[src/rtl/eth_tx_pkg.sv]
// rtl/eth_tx_pkg.sv - shared defaults and FSM state type for the Ethernet TX streamer (ETH_TX_PAD_EN adds PAD state)
package eth_tx_pkg;

  localparam int unsigned ADDR_WIDTH_DEF    = 11;
  localparam int unsigned MIN_FRAME_LEN_DEF = 60;

`ifdef ETH_TX_PAD_EN
  typedef enum logic [1:0] {
    ST_IDLE   = 2'd0,
    ST_STREAM = 2'd1,
    ST_PAD    = 2'd2,
    ST_FLUSH  = 2'd3
  } state_e;
`else
  typedef enum logic [1:0] {
    ST_IDLE   = 2'd0,
    ST_STREAM = 2'd1,
    ST_FLUSH  = 2'd3
  } state_e;
`endif

endpackage

[src/rtl/eth_tx_skid.sv]
// rtl/eth_tx_skid.sv - 2-entry FIFO holding buffer read bytes ahead of the MAC handshake
module eth_tx_skid #(
  parameter int unsigned Width = 8
) (
  input  logic             clk_i,
  input  logic             rst_ni,
  input  logic             flush_i,
  input  logic             push_i,
  input  logic [Width-1:0] data_i,
  input  logic             pop_i,
  output logic [Width-1:0] data_o,
  output logic             full_o,
  output logic             empty_o
);

  logic [Width-1:0] mem_q [2];
  logic             wr_ptr_q, rd_ptr_q;
  logic [1:0]       cnt_q;
  logic             do_push, do_pop;

  assign empty_o = (cnt_q == 2'd0);
  assign full_o  = (cnt_q == 2'd2);
  assign data_o  = mem_q[rd_ptr_q];

  // A push into a full FIFO is only legal when the head leaves in the same cycle
  assign do_pop  = pop_i && !empty_o;
  assign do_push = push_i && (!full_o || do_pop);

  // Pointer/count update; flush wins over any simultaneous push or pop
  always_ff @(posedge clk_i or negedge rst_ni) begin
    if (!rst_ni) begin
      mem_q[0] <= '0;
      mem_q[1] <= '0;
      wr_ptr_q <= 1'b0;
      rd_ptr_q <= 1'b0;
      cnt_q    <= 2'd0;
    end else if (flush_i) begin
      wr_ptr_q <= 1'b0;
      rd_ptr_q <= 1'b0;
      cnt_q    <= 2'd0;
    end else begin
      if (do_push) begin
        mem_q[wr_ptr_q] <= data_i;
        wr_ptr_q        <= ~wr_ptr_q;
      end
      if (do_pop) begin
        rd_ptr_q <= ~rd_ptr_q;
      end
      if (do_push && !do_pop) begin
        cnt_q <= cnt_q + 2'd1;
      end else if (do_pop && !do_push) begin
        cnt_q <= cnt_q - 2'd1;
      end
    end
  end

endmodule

[src/rtl/eth_tx_streamer.sv]
// rtl/eth_tx_streamer.sv - streams a buffered frame to the MAC byte by byte; ETH_TX_PAD_EN enables zero padding to MinFrameLen
module eth_tx_streamer
  import eth_tx_pkg::*;
#(
  parameter int unsigned AddrWidth   = ADDR_WIDTH_DEF,
  parameter int unsigned MinFrameLen = MIN_FRAME_LEN_DEF
) (
  input  logic                 clk_i,
  input  logic                 rst_ni,
  input  logic                 start_i,
  input  logic [AddrWidth-1:0] len_i,
  input  logic                 abort_i,
  output logic                 busy_o,
  output logic                 done_o,
  output logic                 mem_en_o,
  output logic [AddrWidth-1:0] mem_addr_o,
  input  logic [7:0]           mem_rdata_i,
  output logic [7:0]           tx_data_o,
  output logic                 tx_valid_o,
  output logic                 tx_last_o,
  input  logic                 tx_ready_i
);

  localparam logic [AddrWidth-1:0] AddrOne = AddrWidth'(1);
`ifdef ETH_TX_PAD_EN
  localparam logic [AddrWidth-1:0] MinLen = AddrWidth'(MinFrameLen);
`endif

  state_e               state_q, state_d;
  logic [AddrWidth-1:0] len_q, len_d;
  logic [AddrWidth-1:0] addr_q, addr_d;
  logic [AddrWidth-1:0] sent_q, sent_d;
  logic                 inflight_q, inflight_d;

  logic                 fifo_full, fifo_empty, fifo_pop, fifo_flush;
  logic [7:0]           fifo_data;
  logic [2:0]           fifo_level, slots_used;
  logic                 tx_hs, mem_issue;
  logic [AddrWidth-1:0] last_idx;

  assign tx_hs      = tx_valid_o && tx_ready_i;
  assign fifo_pop   = tx_hs && (state_q == ST_STREAM);
  assign fifo_flush = abort_i && (state_q != ST_IDLE);

  // Count the slot freed by a pop this cycle so a steady stream keeps one read going every cycle
  assign fifo_level = fifo_full ? 3'd2 : (fifo_empty ? 3'd0 : 3'd1);
  assign slots_used = fifo_level + {2'b00, inflight_q} - {2'b00, fifo_pop};
  assign mem_issue  = (state_q == ST_STREAM) && !abort_i && (addr_q < len_q) && (slots_used < 3'd2);

  assign mem_en_o   = mem_issue;
  assign mem_addr_o = addr_q;
  assign busy_o     = (state_q != ST_IDLE);
  assign done_o     = (state_q == ST_FLUSH);

`ifdef ETH_TX_PAD_EN
  assign last_idx = (len_q < MinLen) ? (MinLen - AddrOne) : (len_q - AddrOne);
`else
  assign last_idx = len_q - AddrOne;
`endif

  eth_tx_skid #(
    .Width(8)
  ) u_skid (
    .clk_i  (clk_i),
    .rst_ni (rst_ni),
    .flush_i(fifo_flush),
    .push_i (inflight_q),
    .data_i (mem_rdata_i),
    .pop_i  (fifo_pop),
    .data_o (fifo_data),
    .full_o (fifo_full),
    .empty_o(fifo_empty)
  );

  // MAC-side outputs: FIFO head while streaming, constant zero bytes while padding
  always_comb begin
    tx_valid_o = 1'b0;
    tx_data_o  = 8'h00;
    case (state_q)
      ST_STREAM: begin
        tx_valid_o = !fifo_empty;
        tx_data_o  = fifo_empty ? 8'h00 : fifo_data;
      end
`ifdef ETH_TX_PAD_EN
      ST_PAD: begin
        tx_valid_o = 1'b1;
      end
`endif
      default: begin
        tx_valid_o = 1'b0;
      end
    endcase
    tx_last_o = tx_valid_o && (sent_q == last_idx);
  end

  // Next-state logic; abort beats everything, including a start in the same cycle
  always_comb begin
    state_d    = state_q;
    len_d      = len_q;
    addr_d     = addr_q;
    sent_d     = sent_q;
    inflight_d = mem_issue;
    case (state_q)
      ST_IDLE: begin
        if (start_i && !abort_i && (len_i != '0)) begin
          state_d = ST_STREAM;
          len_d   = len_i;
          addr_d  = '0;
          sent_d  = '0;
        end
      end
      ST_STREAM: begin
        if (abort_i) begin
          state_d = ST_IDLE;
        end else begin
          if (mem_issue) begin
            addr_d = addr_q + AddrOne;
          end
          if (tx_hs) begin
            sent_d = sent_q + AddrOne;
            if (sent_q == len_q - AddrOne) begin
`ifdef ETH_TX_PAD_EN
              state_d = (len_q < MinLen) ? ST_PAD : ST_FLUSH;
`else
              state_d = ST_FLUSH;
`endif
            end
          end
        end
      end
`ifdef ETH_TX_PAD_EN
      ST_PAD: begin
        if (abort_i) begin
          state_d = ST_IDLE;
        end else if (tx_hs) begin
          sent_d = sent_q + AddrOne;
          if (tx_last_o) begin
            state_d = ST_FLUSH;
          end
        end
      end
`endif
      ST_FLUSH: begin
        state_d = ST_IDLE;
      end
      default: begin
        state_d = ST_IDLE;
      end
    endcase
  end

  // State and counter registers
  always_ff @(posedge clk_i or negedge rst_ni) begin
    if (!rst_ni) begin
      state_q    <= ST_IDLE;
      len_q      <= '0;
      addr_q     <= '0;
      sent_q     <= '0;
      inflight_q <= 1'b0;
    end else begin
      state_q    <= state_d;
      len_q      <= len_d;
      addr_q     <= addr_d;
      sent_q     <= sent_d;
      inflight_q <= inflight_d;
    end
  end

endmodule

[config.mk]
export PLATFORM = sky130hd
export DESIGN_NAME = eth_tx_streamer
export DESIGN_NICKNAME = d
export VERILOG_FILES = /design/src/rtl/eth_tx_pkg.sv /design/src/rtl/eth_tx_skid.sv /design/src/rtl/eth_tx_streamer.sv
export SDC_FILE = /design/constraint.sdc
export NUM_CORES = 1
export LEC_CHECK = 0
export ABC_AREA = 1
export BUFFER_PORTS_ARGS = -buffer_cell sky130_fd_sc_hd__buf_4
export CAP_MARGIN = 20
export CORE_MARGIN = 1.5
export CORE_UTILIZATION = 57
export DETAILED_ROUTE_END_ITERATION = 12
export MAX_ROUTING_LAYER = met4
export PLACE_DENSITY_LB_ADDON = 0.2
export SLEW_MARGIN = 5
export SYNTH_ARGS = -nofsm -noshare
export SYNTH_HDL_FRONTEND = slang
export SYNTH_SLANG_ARGS = --single-unit
[constraint.sdc]
create_clock -name clk_i -period 2.5 [get_ports clk_i]
set_input_delay 0.5 -clock clk_i [delete_from_list [all_inputs] [get_ports clk_i]]
set_output_delay 0.5 -clock clk_i [all_outputs]
set_load 0.03 [all_outputs]
After elaboration in Yosys (flattened, before gate mapping)
Cells that the tools add are included.

storage, ports and cells
  bits in registers = 56
  input bits = 24
  output and inout port bits = 24
  logic and storage cells = 100

operators by class
  $add $sub $neg = 7
  $lt $le $gt $ge = 5
  eq/ne operators = 10
  muxes and demuxes = 30
  bitwise logic cells = 5
  reductions and logical operators = 33

operator list
  operator               count
  $mux 11                5
  $mux 8                 6
  $pmux 11 s2            2
  $add 11x1->11 const B  2
  $bwmux 16              1
  $mux 2                 8
  $logic_and 1x1->1      14
  $eq 11x11->1           1
  $lt 11x11->1           1
  $reduce_bool 11->1     1
  $sub 11x1->11 const B  1
  $demux 8 s1            1
  $ne 2x2->1 const B     4
  $reduce_and 4->1       2
  $reduce_bool 2->1      4
  $mux 1                 6
  $logic_not 1->1        5
  $eq 2x2->1 const B     2
  $ge 2x2->1 const B     2
  $logic_not 2->1        2
  $not 1->2              2
  $pmux 2 s2             1
  $reduce_and 2->1       2
  $add 2x1->3            1
  12 further kinds       14

Logic depth before layout (Yosys ltp)
Gate-level depths: netlist (run 1).

  depth in word-level cells = 13
  depth in mapped cells = 17
  gate-level depth less buffers = 16

By module
A second synthesis (run 1) with hierarchy kept.

unflattened totals
  cell total of the unflattened synthesis = 519
  area total of the unflattened synthesis = 3766.1 µm²

modules (own cells, without submodules)
  module           instances  cells each  area each (µm²)  sequential area each (µm²)
  eth_tx_streamer  1          394         2727.6           900.9
  eth_tx_skid      1          125         1038.5           500.5

Worst setup path after synthesis (run 1)
OpenSTA, ideal clock, no wires.

  kind = reg2out
  start point = register state_q[1]
  end point = output mem_en_o
  arrival time = 1772 ps
  required time = 2000 ps
  setup slack = 228 ps
  stages on the path, launching flop included = 14
  path buffers = 0
  path through = dfrtp_1 inv_2 nand2_2 nor2_4 nand2_2 inv_1 ha_1 xnor2_1 inv_1 nand2_1 nand3_1 nor2_1 nand2_1 inv_1

between the ends
  longest elaborated chain between the ends = 7
  elaborated cells on any way between the ends = 9
  those cells by class = add/sub (1); order compare (1); eq/ne (1); mux (1); reduce/logical (5)

RTL lines
  element                 RTL line                source
  from (decl)             eth_tx_streamer.sv:29   state_e state_q, state_d;
  from (signal assigned)  eth_tx_streamer.sv:161  state_q <= state_d;
  $eq 2x1->1              eth_tx_streamer.sv:79   case (state_q)
  $mux 1                  eth_tx_streamer.sv:79
  net tx_valid_o          eth_tx_streamer.sv:19   output logic tx_valid_o,
  $logic_and 1x1->1       eth_tx_streamer.sv:41   assign tx_hs = tx_valid_o && tx_ready_i;
  $logic_and 1x1->1       eth_tx_streamer.sv:42   assign fifo_pop = tx_hs && (state_q == ST_STREAM);
  $sub 3x1->3             eth_tx_streamer.sv:47   assign slots_used = fifo_level + {2'b00, inflight_q} - {2'b00, fifo_pop};
  $lt 3x2->1              eth_tx_streamer.sv:48   assign mem_issue = (state_q == ST_STREAM) && !abort_i && (addr_q < len_q) && (slots_used < 3'd2);
  $logic_and 1x1->1       eth_tx_streamer.sv:48
  to (decl)               eth_tx_streamer.sv:15   output logic mem_en_o,

The timed path passes the listed nets, and every way through them passes these cells.

Worst setup path in the final report (run 1)
  start point = register len_q[0]
  end point = output tx_last_o

between the ends
  longest elaborated chain between the ends = 3

RTL lines
  element                 RTL line                source
  from (decl)             eth_tx_streamer.sv:30   logic [AddrWidth-1:0] len_q, len_d;
  from (signal assigned)  eth_tx_streamer.sv:162  len_q <= len_d;
  $sub 11x1->11           eth_tx_streamer.sv:58   assign last_idx = len_q - AddrOne;
  $eq 11x11->1            eth_tx_streamer.sv:93   tx_last_o = tx_valid_o && (sent_q == last_idx);
  $logic_and 1x1->1       eth_tx_streamer.sv:93
  to (decl)               eth_tx_streamer.sv:20   output logic tx_last_o,

Every way passes these cells.

==> results of run 1 <==
## timing repair
item                       4_1_cts  5_1_grt
pin swaps                        2       14
setup buffers                    4        8
resized for setup               10       15
hold buffers                     0        0
setup endpoints to repair        2        2
## cells in the mapped netlist, types with 9 or more instances
cell     instances
dfrtp_1         56
a21oi_1         15
inv_1           50
o21ai_1         11
buf_2            9
ha_1            14
xor2_1          16
o21ai_0         12
nand2_1        179
xnor2_1          9
nor2_1          61
nand3_1         50
## kinds of logic after synthesis
group                    count (synthesis)
adder cells (fa/ha/maj)                 14
buffers and inverters                   71
AO/OA/AOI/OAI                           43
flip-flops                              56
XOR/XNOR                                25
AND/OR/NAND/NOR                        314
## flip-flops by register name (all words and copies together) (netlist names)
signal           cells
u_skid.wr_ptr_q      1
state_q              2
sent_q              11
mem_addr_o          11
inflight_q           1
u_skid.rd_ptr_q      1
u_skid.cnt_q         2
u_skid.mem_q        16
len_q               11
## where the power goes
group | leakage, nW | switching, W | internal [W]
clock network | 0.0784 | 0.000312 | 0.000501
logic | 1.48 | 0.00158 | 0.000878
registers | 0.733 | 0.000323 | 0.00118
## layout make-up
cell class	instances	area share, %
sequential	56	32.1
timing repair buffer	65	11.2
clock inverter	3	2.06
multi-input combinational	396	46.1
clock buffer	5	1.57
inverter	55	4.80
tap	75	2.14
## worst reg2reg max path: stages (launching register included)
cell and delay, ps:
dfrtp_1 480, inv_1 80, ha_1 290, nand2_1 60
inv_1 40, o21ai_0 240, nand3_2 110, nor2_1 110
nand2_1 90, nand2_1 80, nand2_1 240, nand2_1 160
nand2_1 60
## worst min path at each step
stage                                       startpoint                      endpoint  slack (ps)  cells past startpoint
after floorplan                                 rst_ni          inflight_q$_DFF_PN0_         200                      0
after global placement    u_skid.mem_q[15]$_DFFE_PN0P_  u_skid.mem_q[15]$_DFFE_PN0P_         470                      2
after detailed placement  u_skid.mem_q[15]$_DFFE_PN0P_  u_skid.mem_q[15]$_DFFE_PN0P_         470                      2
after CTS                                       rst_ni        state_q[1]$_DFFE_PN0P_         260                      1
after global routing                            rst_ni     mem_addr_o[7]$_DFFE_PN0P_         300                      1
final                                           rst_ni     mem_addr_o[7]$_DFFE_PN0P_         210                      1
## per-layer routing
metal  track usage [%]  part of all wire [%]  up-vias
li1                  -                     -     1764
met3              3.18                   5.6       23
met5                 -                     0        -
met2              42.2                    46      110
met4              7.73                   2.6        0
met1              38.1                    45     1654
## metrics by stage
step / setup slack (ps) / setup TNS, ps / util (%)
after floorplan: 228 / 0 / -
after global placement: 267 / 0 / 67.2
after detailed placement: 180 / 0 / 67.2
after CTS: -2.78 / -2.78 / 70.8
after global routing: -235 / -399 / 72.6
final: -92.6 / -111 / 72.6
==> impl_metrics.yaml, run 1 <==
clock_network:
  numClockSinks: 56
  clk-insertion-delay-late_ps: 320
  cts_root_buf: "clkbuf_8"
  cts_max_level: 2
  clockBufferDepth: 2
  clk_pin_slew_ps: 110
  cts_tree: "yes"
  numCtsBuffers: 5
place:
  routabilityCongestion: 0.878
  hpwlAfterDp_mm: 6.25
  placed_cells: 635
  placed_area_mm2: 0.00405
  port-buffer-count: 47
min_path:
  hp-class: "in2async"
synth:
  synthTopCellsByArea: "dfrtp_1 (39%), nand2_1 (18%), nand3_1 (6.9%)"
  synth_nets: 561
  synthMuxAreaShare_pct: 0
  synth.cell_area_mm2: 0.00364
  synth_top_family_by_area: "simple AND/OR/NAND/NOR gates"
  seq_area_frac_synth_pct: 38.5
  yosys.area.top_type_share_pct: 38.5
  ys_ff_latch: 56
  syn_area_per_cell_um2: 6.96
  synth_edf_count: 0
  synthArstFlopShare_pct: 100
  synth_fa_ha_area_share_pct: 4.81
  synth-compound-area-share_pct: 6.57
  synth_area_leader_cell: "dfrtp_1"
  yosys.area_share.simple_pct: 36.1
  synth_xor_area_share_pct: 6.02
  synth_top_flop_cell: "dfrtp_1"
  syn_inst: 523
  synth.distinct_cells: 30
  synth_warnings: 0
setup_path:
  r2r_start: "len_q[8]$_DFFE_PN0P_"
  cp-end-kind: "output port"
  worstPathMaxFanout: 5
  cp-start-kind: "flip-flop"
  crit_type: "reg2out"
  crit_path_cell_trace: "inv_2 > ha_4 > inv_2 > nand2_1 > nand2_1 > nand2_1 > nor2_1 > nand4_1 > nor2_2 > nand3_1 > nor2_1 > buf_4"
  cp.required_ps: 2000
  r2r_end: "mem_addr_o[4]$_DFFE_PN0P_"
  cp_slowest_cell: "dfrtp_1"
  critPathLaunch: "len_q[0]$_DFFE_PN0P_"
  path_buf_inv: 3
  cpLargestDelayFamily: "simple AND/OR/NAND/NOR gates"
  cpPeakStageDelay_ps: 410
  cp-endpoint: "tx_last_o"
  reg2reg_slack_ps: 340
  r2r_cells: 12
  critPathMostFrequentCell: "nand2_1"
  arrival_ps: 2090
  crit_cells: 12
drt:
  wl_mm: 9.26
  vias: 3551
  post_drt_wl_per_cell_um: 14.1
  vias_per_cell: 5.42
  drtIter0Drc: 244
  ant_nets: 0
  drcViolationCount: 0
  firstDrtPassIters: 4
global_route:
  grt_pass1_vias: 3291
  grt_remaining_overflow: 0
  track_usage_pct: 27.2
  antenna_found_initial: 0
  grt_max_degree: 57
  grt_pass1_wl_mm: 15.2
sta:
  maxSlewHeadroom_pct: 51.7
  holdWs_ps: 211
  rsz0062_at_grt: "true"
  timing.final.crit_share_pct: 104
  fmax_ghz: 0.386
  period_minus_slack_ps: 2590
  fin_ws_ps: -92.6
  setup_violations: 2
  finalHoldViolations: 0
  worstMarginPinSlew_ps: 725
  fin_skew_ps: 8.46
  slew_viol_final: 0
finish:
  layout_commonest_cell: "nand2_1"
  multi_input_area_mm2: 0.00202
  fin_cells: 655
  synthToLayoutAreaGrowth_pct: 20.2
  seqCellArea_mm2: 0.00140
  antenna_cells: 0
  drive_above_1_share_pct: 17.9
  nets: 617
  fillerInstances: 486
  layout_common_cells: "nand2_1 (178), buf_4 (64), dfrtp_1 (55)"
  final_area_mm2: 0.00438
floorplanning:
  die_area_mm2: 0.00687
  initial_utilization_pct: 60.4
  die_h_um: 82.9
  die_w_um: 82.9
  io_pins: 48
  core_area_mm2: 0.00603
  std_cell_rows: 28
outcome:
  status: "complete, but fails checks"
  violations: "setup timing"
power_and_ir_drop:
  power_w: 0.00477
  power.density_mw_per_mm2: 1090
  p_leak_nw: 2.30
  peakVddDrop_uv: 666
run:
  drv_cap: 0
Power figures use the tool's default switching activity.
==> inputs of run 2 (changes only) <==
--- a/config.mk
+++ b/config.mk
@@ -12,8 +12,7 @@
 export CORE_UTILIZATION = 57
 export DETAILED_ROUTE_END_ITERATION = 12
 export MAX_ROUTING_LAYER = met4
-export PLACE_DENSITY_LB_ADDON = 0.2
-export SLEW_MARGIN = 5
+export PLACE_DENSITY = 0.75
 export SYNTH_ARGS = -nofsm -noshare
 export SYNTH_HDL_FRONTEND = slang
 export SYNTH_SLANG_ARGS = --single-unit
==> constraint.sdc (replaced) <==
create_clock -name clk_i -period 3.3 [get_ports clk_i]
set_input_delay 0.66 -clock clk_i [delete_from_list [all_inputs] [get_ports clk_i]]
set_output_delay 0.66 -clock clk_i [all_outputs]
set_load 0.03 [all_outputs]
==> run 2 against run 1 <==
Against the previous run: the run now ends clean; via count down 3.5%; sequential power down 25%; wire length down 7.5%; combinational power down 34%; setup slack better by 550 ps; first-iteration DRC count down 4.9%; worst hold slack better by 180 ps; die area unchanged; clock power down 44%; sequential cell count unchanged; critical path depth down 1; highest routed layer unchanged.
==> impl_metrics.yaml, run 2 (synthesis results as in run 1) <==
drt:
  drcViolationCount: 0
  ant_nets: 0
  drtIter0Drc: 232
  vias_per_cell: 5.34
  wl_mm: 8.56
  vias: 3426
  firstDrtPassIters: 5
  post_drt_wl_per_cell_um: 13.3
power_and_ir_drop:
  power.density_mw_per_mm2: 773
  power_w: 0.00321
  seq_power_share_pct: 35.2
  internal_power_w: 0.00167
  clkPwrFrac_pct: 14.2
  p_comb_share_pct: 50.6
  p_switching_w: 0.00154
  peakVddDrop_uv: 444
  p_leak_nw: 2.20
  swShare_pct: 47.9
sta:
  fmax_ghz: 0.352
  setup_violations: 0
  timing.final.crit_share_pct: 86.1
  fin_skew_ps: 8.06
  maxSlewHeadroom_pct: 53.1
  fin_ws_ps: 458
  slew_viol_final: 0
  rsz0062_at_grt: "false"
  worstMarginPinSlew_ps: 704
  finalHoldViolations: 0
  setup_tns_ps: 0
  period_minus_slack_ps: 2840
setup_path:
  crit_type: "reg2out"
  cpPeakStageDelay_ps: 400
  cp-end-kind: "output port"
  cpLargestDelayFamily: "simple AND/OR/NAND/NOR gates"
  cp.required_ps: 2640
  worstPathMaxFanout: 6
  cp_slowest_cell: "dfrtp_1"
  path_buf_inv: 2
  arrival_ps: 2180
  crit_path_cell_trace: "inv_1 > ha_1 > nand2_1 > nor2_1 > nand2_1 > nand3b_1 > nand2_1 > nor2_1 > nand3_1 > nor2_1 > buf_4"
  cp-start-kind: "flip-flop"
global_route:
  grt_max_degree: 57
  grt_pass1_wl_mm: 14.9
  grt_remaining_overflow: 0
  track_usage_pct: 26.9
  grt_pass1_vias: 3136
  antenna_found_initial: 0
place:
  hpwlAfterDp_mm: 6.31
  placed_cells: 634
  pre_cts_slack_ps: 679
  port-buffer-count: 47
  routabilityCongestion: 0.929
finish:
  nets: 604
  layout_common_cells: "nand2_1 (179), nor2_1 (61), dfrtp_1 (56)"
  largest_reg_flops: 16
  multi_input_area_mm2: 0.00195
  fin_cells: 642
  seqCellArea_mm2: 0.00140
  fillerInstances: 558
  antenna_cells: 0
  synthToLayoutAreaGrowth_pct: 14.1
  layout_commonest_cell: "nand2_1"
  top_register: "u_skid.mem_q"
  drive_above_1_share_pct: 12.5
clock_network:
  holdBufCountCts: 0
  ctsResizeCount: 0
  cts_tree: "yes"
  clk_pin_slew_ps: 100
  numClockSinks: 56
  clk-insertion-delay-late_ps: 310
  clockBufferDepth: 2
  cts_setup_buffers: 0
  numCtsBuffers: 5
  cts_max_level: 2
  cts_root_buf: "clkbuf_8"
floorplanning:
  die_area_mm2: 0.00687
  std_cell_rows: 28
  core_area_mm2: 0.00603
  die_w_um: 82.9
  initial_utilization_pct: 60.4
  io_pins: 48
  die_h_um: 82.9
min_path:
  hp-class: "in2async"
outcome:
  status: "finished clean"
run:
  drv_cap: 0
-- run 2: cell types whose count changed in the layout (fill, tap and decap cells not counted), sizes merged --
| cell | delta |
|---|---|
| clkbuf | +1 |
| buf | -13 |
| bufinv | -2 |
| inv | +1 |
-- run 2: power by group through the flow --
| stage | registers (W) | logic [W] | clock network [W] |
|---|---|---|---|
| floorplan | 0.00107 | 0.00124 | 0 |
| global placement | 0.00114 | 0.00157 | 0 |
| detailed placement | 0.00114 | 0.00162 | 0 |
| finish | 0.00113 | 0.00162 | 0.000456 |
| CTS | 0.00113 | 0.00162 | 0.000463 |
| global route | 0.00116 | 0.00186 | 0.000496 |
-- run 2: final timing paths --
path	start	to	slack (ps)	cells after the start
min in group clk_i	u_skid.mem_q[1]$_DFFE_PN0P_	u_skid.mem_q[1]$_DFFE_PN0P_	500	2
worst max-delay path	len_q[0]$_DFFE_PN0P_	tx_last_o	460	11
worst min-delay path	rst_ni	mem_addr_o[6]$_DFFE_PN0P_	390	1
max in group asynchronous	rst_ni	len_q[0]$_DFFE_PN0P_	2450	1
worst max register to register	u_skid.cnt_q[0]$_DFFE_PN0P_	mem_addr_o[4]$_DFFE_PN0P_	750	15
worst min register to register	u_skid.mem_q[1]$_DFFE_PN0P_	u_skid.mem_q[1]$_DFFE_PN0P_	500	2
-- run 2: metal layers --
| metal | track usage [%] | up-vias | part of all wire, % |
|---|---|---|---|
| met5 | - | - | 0 |
| met4 | 6.67 | 0 | 1.1 |
| met3 | 3.98 | 9 | 5.7 |
| met2 | 41.7 | 113 | 47 |
| met1 | 37.4 | 1566 | 46 |
| li1 | - | 1738 | - |
-- run 2: per-stage QoR --
stage	util, %	hold WS, ps	area, um2
finish	68.9	390	4150
global route	68.9	447	4150
CTS	68.9	419	4150
detailed placement	67.1	476	4040
global placement	67.1	470	4040
floorplan	-	364	3640
-- run 2: area by class of cell --
cell class	count	share of cell area, %
clock inverter	2	0.934
timing repair buffer	52	9.40
inverter	55	5.00
clock buffer	6	1.75
multi-input combinational	396	46.9
tap	75	2.26
sequential	56	33.7
==> inputs of run 3 (changes only) <==
--- a/config.mk
+++ b/config.mk
@@ -8,7 +8,6 @@
 export ABC_AREA = 1
 export BUFFER_PORTS_ARGS = -buffer_cell sky130_fd_sc_hd__buf_4
 export CAP_MARGIN = 20
-export CORE_MARGIN = 1.5
 export CORE_UTILIZATION = 57
 export DETAILED_ROUTE_END_ITERATION = 12
 export MAX_ROUTING_LAYER = met4
==> run 3 against run 2 <==
Against the previous run: power decreased by 1.8%; final cell count increased by 0.16%; highest routed layer unchanged; setup slack improved by 50 ps; largest cell class unchanged.
==> impl_metrics.yaml, run 3 (synthesis results as in run 1) <==
outcome:
  status: "finished clean"
global_route:
  top_usage_layer: "met2"
  grt_pass1_vias: 3091
  globalRouteMet1Util_pct: 37.0
  grt_remaining_overflow: 0
  antenna_found_initial: 0
  grt_max_degree: 57
  grt_pass1_wl_mm: 13.9
  grt_use_met2_pct: 45.2
  track_usage_pct: 27.8
  grtUsageMet3_pct: 3.89
setup_path:
  reg2reg_slack_ps: 1070
  cp-start-kind: "flip-flop"
  cp.required_ps: 2640
  arrival_ps: 2130
  r2r_cells: 15
  r2r_start: "u_skid.cnt_q[0]$_DFFE_PN0P_"
  worstPathMaxFanout: 7
  cp-end-kind: "output port"
  crit_type: "reg2out"
  r2r_end: "mem_addr_o[1]$_DFFE_PN0P_"
place:
  port-buffer-count: 47
  pre_cts_slack_ps: 705
  hpwlAfterDp_mm: 6.13
  placed_area_mm2: 0.00405
  routabilityCongestion: 0.878
drt:
  ant_nets: 0
  firstDrtPassIters: 4
  drtIter0Drc: 204
  drcViolationCount: 0
  vias: 3356
  wl_mm: 8.39
  vias_per_cell: 5.22
  post_drt_wl_per_cell_um: 13.1
clock_network:
  numClockSinks: 56
  cts_max_level: 2
  ctsResizeCount: 0
  cts_tree: "yes"
  clk-insertion-delay-late_ps: 300
  holdBufCountCts: 0
  clockBufferDepth: 2
  cts_setup_buffers: 0
  cts_root_buf: "clkbuf_8"
  numCtsBuffers: 5
  clk_pin_slew_ps: 100
sta:
  fin_ws_ps: 509
  setup_violations: 0
  maxSlewHeadroom_pct: 52.3
  finalHoldViolations: 0
  rsz0062_at_grt: "false"
  fmax_ghz: 0.358
  worstMarginPinSlew_ps: 716
  timing.final.crit_share_pct: 84.6
  fin_skew_ps: 5.99
  slew_viol_final: 0
  setup_tns_ps: 0
  period_minus_slack_ps: 2790
floorplanning:
  io_pins: 48
  die_h_um: 81.9
  std_cell_rows: 28
  die_area_mm2: 0.00671
  core_area_mm2: 0.00603
  initial_utilization_pct: 60.4
  die_w_um: 81.9
finish:
  final_area_mm2: 0.00414
  fin_util_pct: 68.7
  layout_common_cells: "nand2_1 (179), nor2_1 (61), dfrtp_1 (56)"
  largest_reg_flops: 16
  top_register: "u_skid.mem_q"
  synthToLayoutAreaGrowth_pct: 13.8
  layout_commonest_cell: "nand2_1"
  antenna_cells: 0
  drive_above_1_share_pct: 12.9
  nets: 605
  fillerInstances: 546
min_path:
  hp-class: "in2async"
power_and_ir_drop:
  peakVddDrop_uv: 473
  power.density_mw_per_mm2: 762
  p_leak_nw: 2.20
run:
  drv_cap: 0
## run 3: cell count changes in the layout (fill, tap and decap cells not counted), sizes merged
cell    previous run  this run
buf               52        53
bufinv             1         0
clkinv             3         5
inv               53        52
## run 3: where the power goes
group,internal (W),switching (W)
logic,0.000557,0.00108
clock network,0.000168,0.000218
registers,0.000897,0.000235
total,0.00162,0.00153
## run 3: routing by layer
layer  routed length [um]  part of all wire (%)
met4                   51                  0.61
met1                 3890                    46
met2                 3900                    46
met3                  559                   6.7
met5                    0                     0
## run 3: cell type report
class | count | area, um2 | area share [%]
clock buffer | 6 | 82.6 | 1.99
clock inverter | 2 | 10.0 | 0.242
inverter | 55 | 208 | 5.02
multi-input combinational | 396 | 1950 | 47.0
sequential | 56 | 1400 | 33.8
tap | 75 | 93.8 | 2.27
timing repair buffer | 53 | 398 | 9.61
## run 3: worst max path at each step
stage / startpoint / end / cells after the start
finish: u_skid.cnt_q[0]$_DFFE_PN0P_ / mem_en_o / 13
floorplan: state_q[1]$_DFFE_PN0P_ / mem_en_o / 13
global placement: tx_ready_i / mem_en_o / 12
detailed placement: tx_ready_i / mem_en_o / 12
global route: len_q[0]$_DFFE_PN0P_ / tx_last_o / 11
CTS: u_skid.cnt_q[0]$_DFFE_PN0P_ / mem_en_o / 13
## run 3: worst max-delay path, cell delays in order (launching register included)
cell and delay, ps:
dfrtp_1 410, nor2_1 190, nor2_4 70, nand2_2 150
inv_1 90, ha_1 210, xnor2_1 150, inv_1 60
nand2_1 50, nand3_1 60, nor2_1 90, nand2_1 70
inv_1 70, buf_4 160
## run 3: through the flow
stage | hold WS, ps | total power, W | std cells
floorplan | 364 | 0.00231 | 523
global placement | 466 | 0.00273 | 635
detailed placement | 474 | 0.00277 | 635
CTS | 428 | 0.00317 | 643
global route | 466 | 0.00345 | 643
finish | 387 | 0.00316 | 643
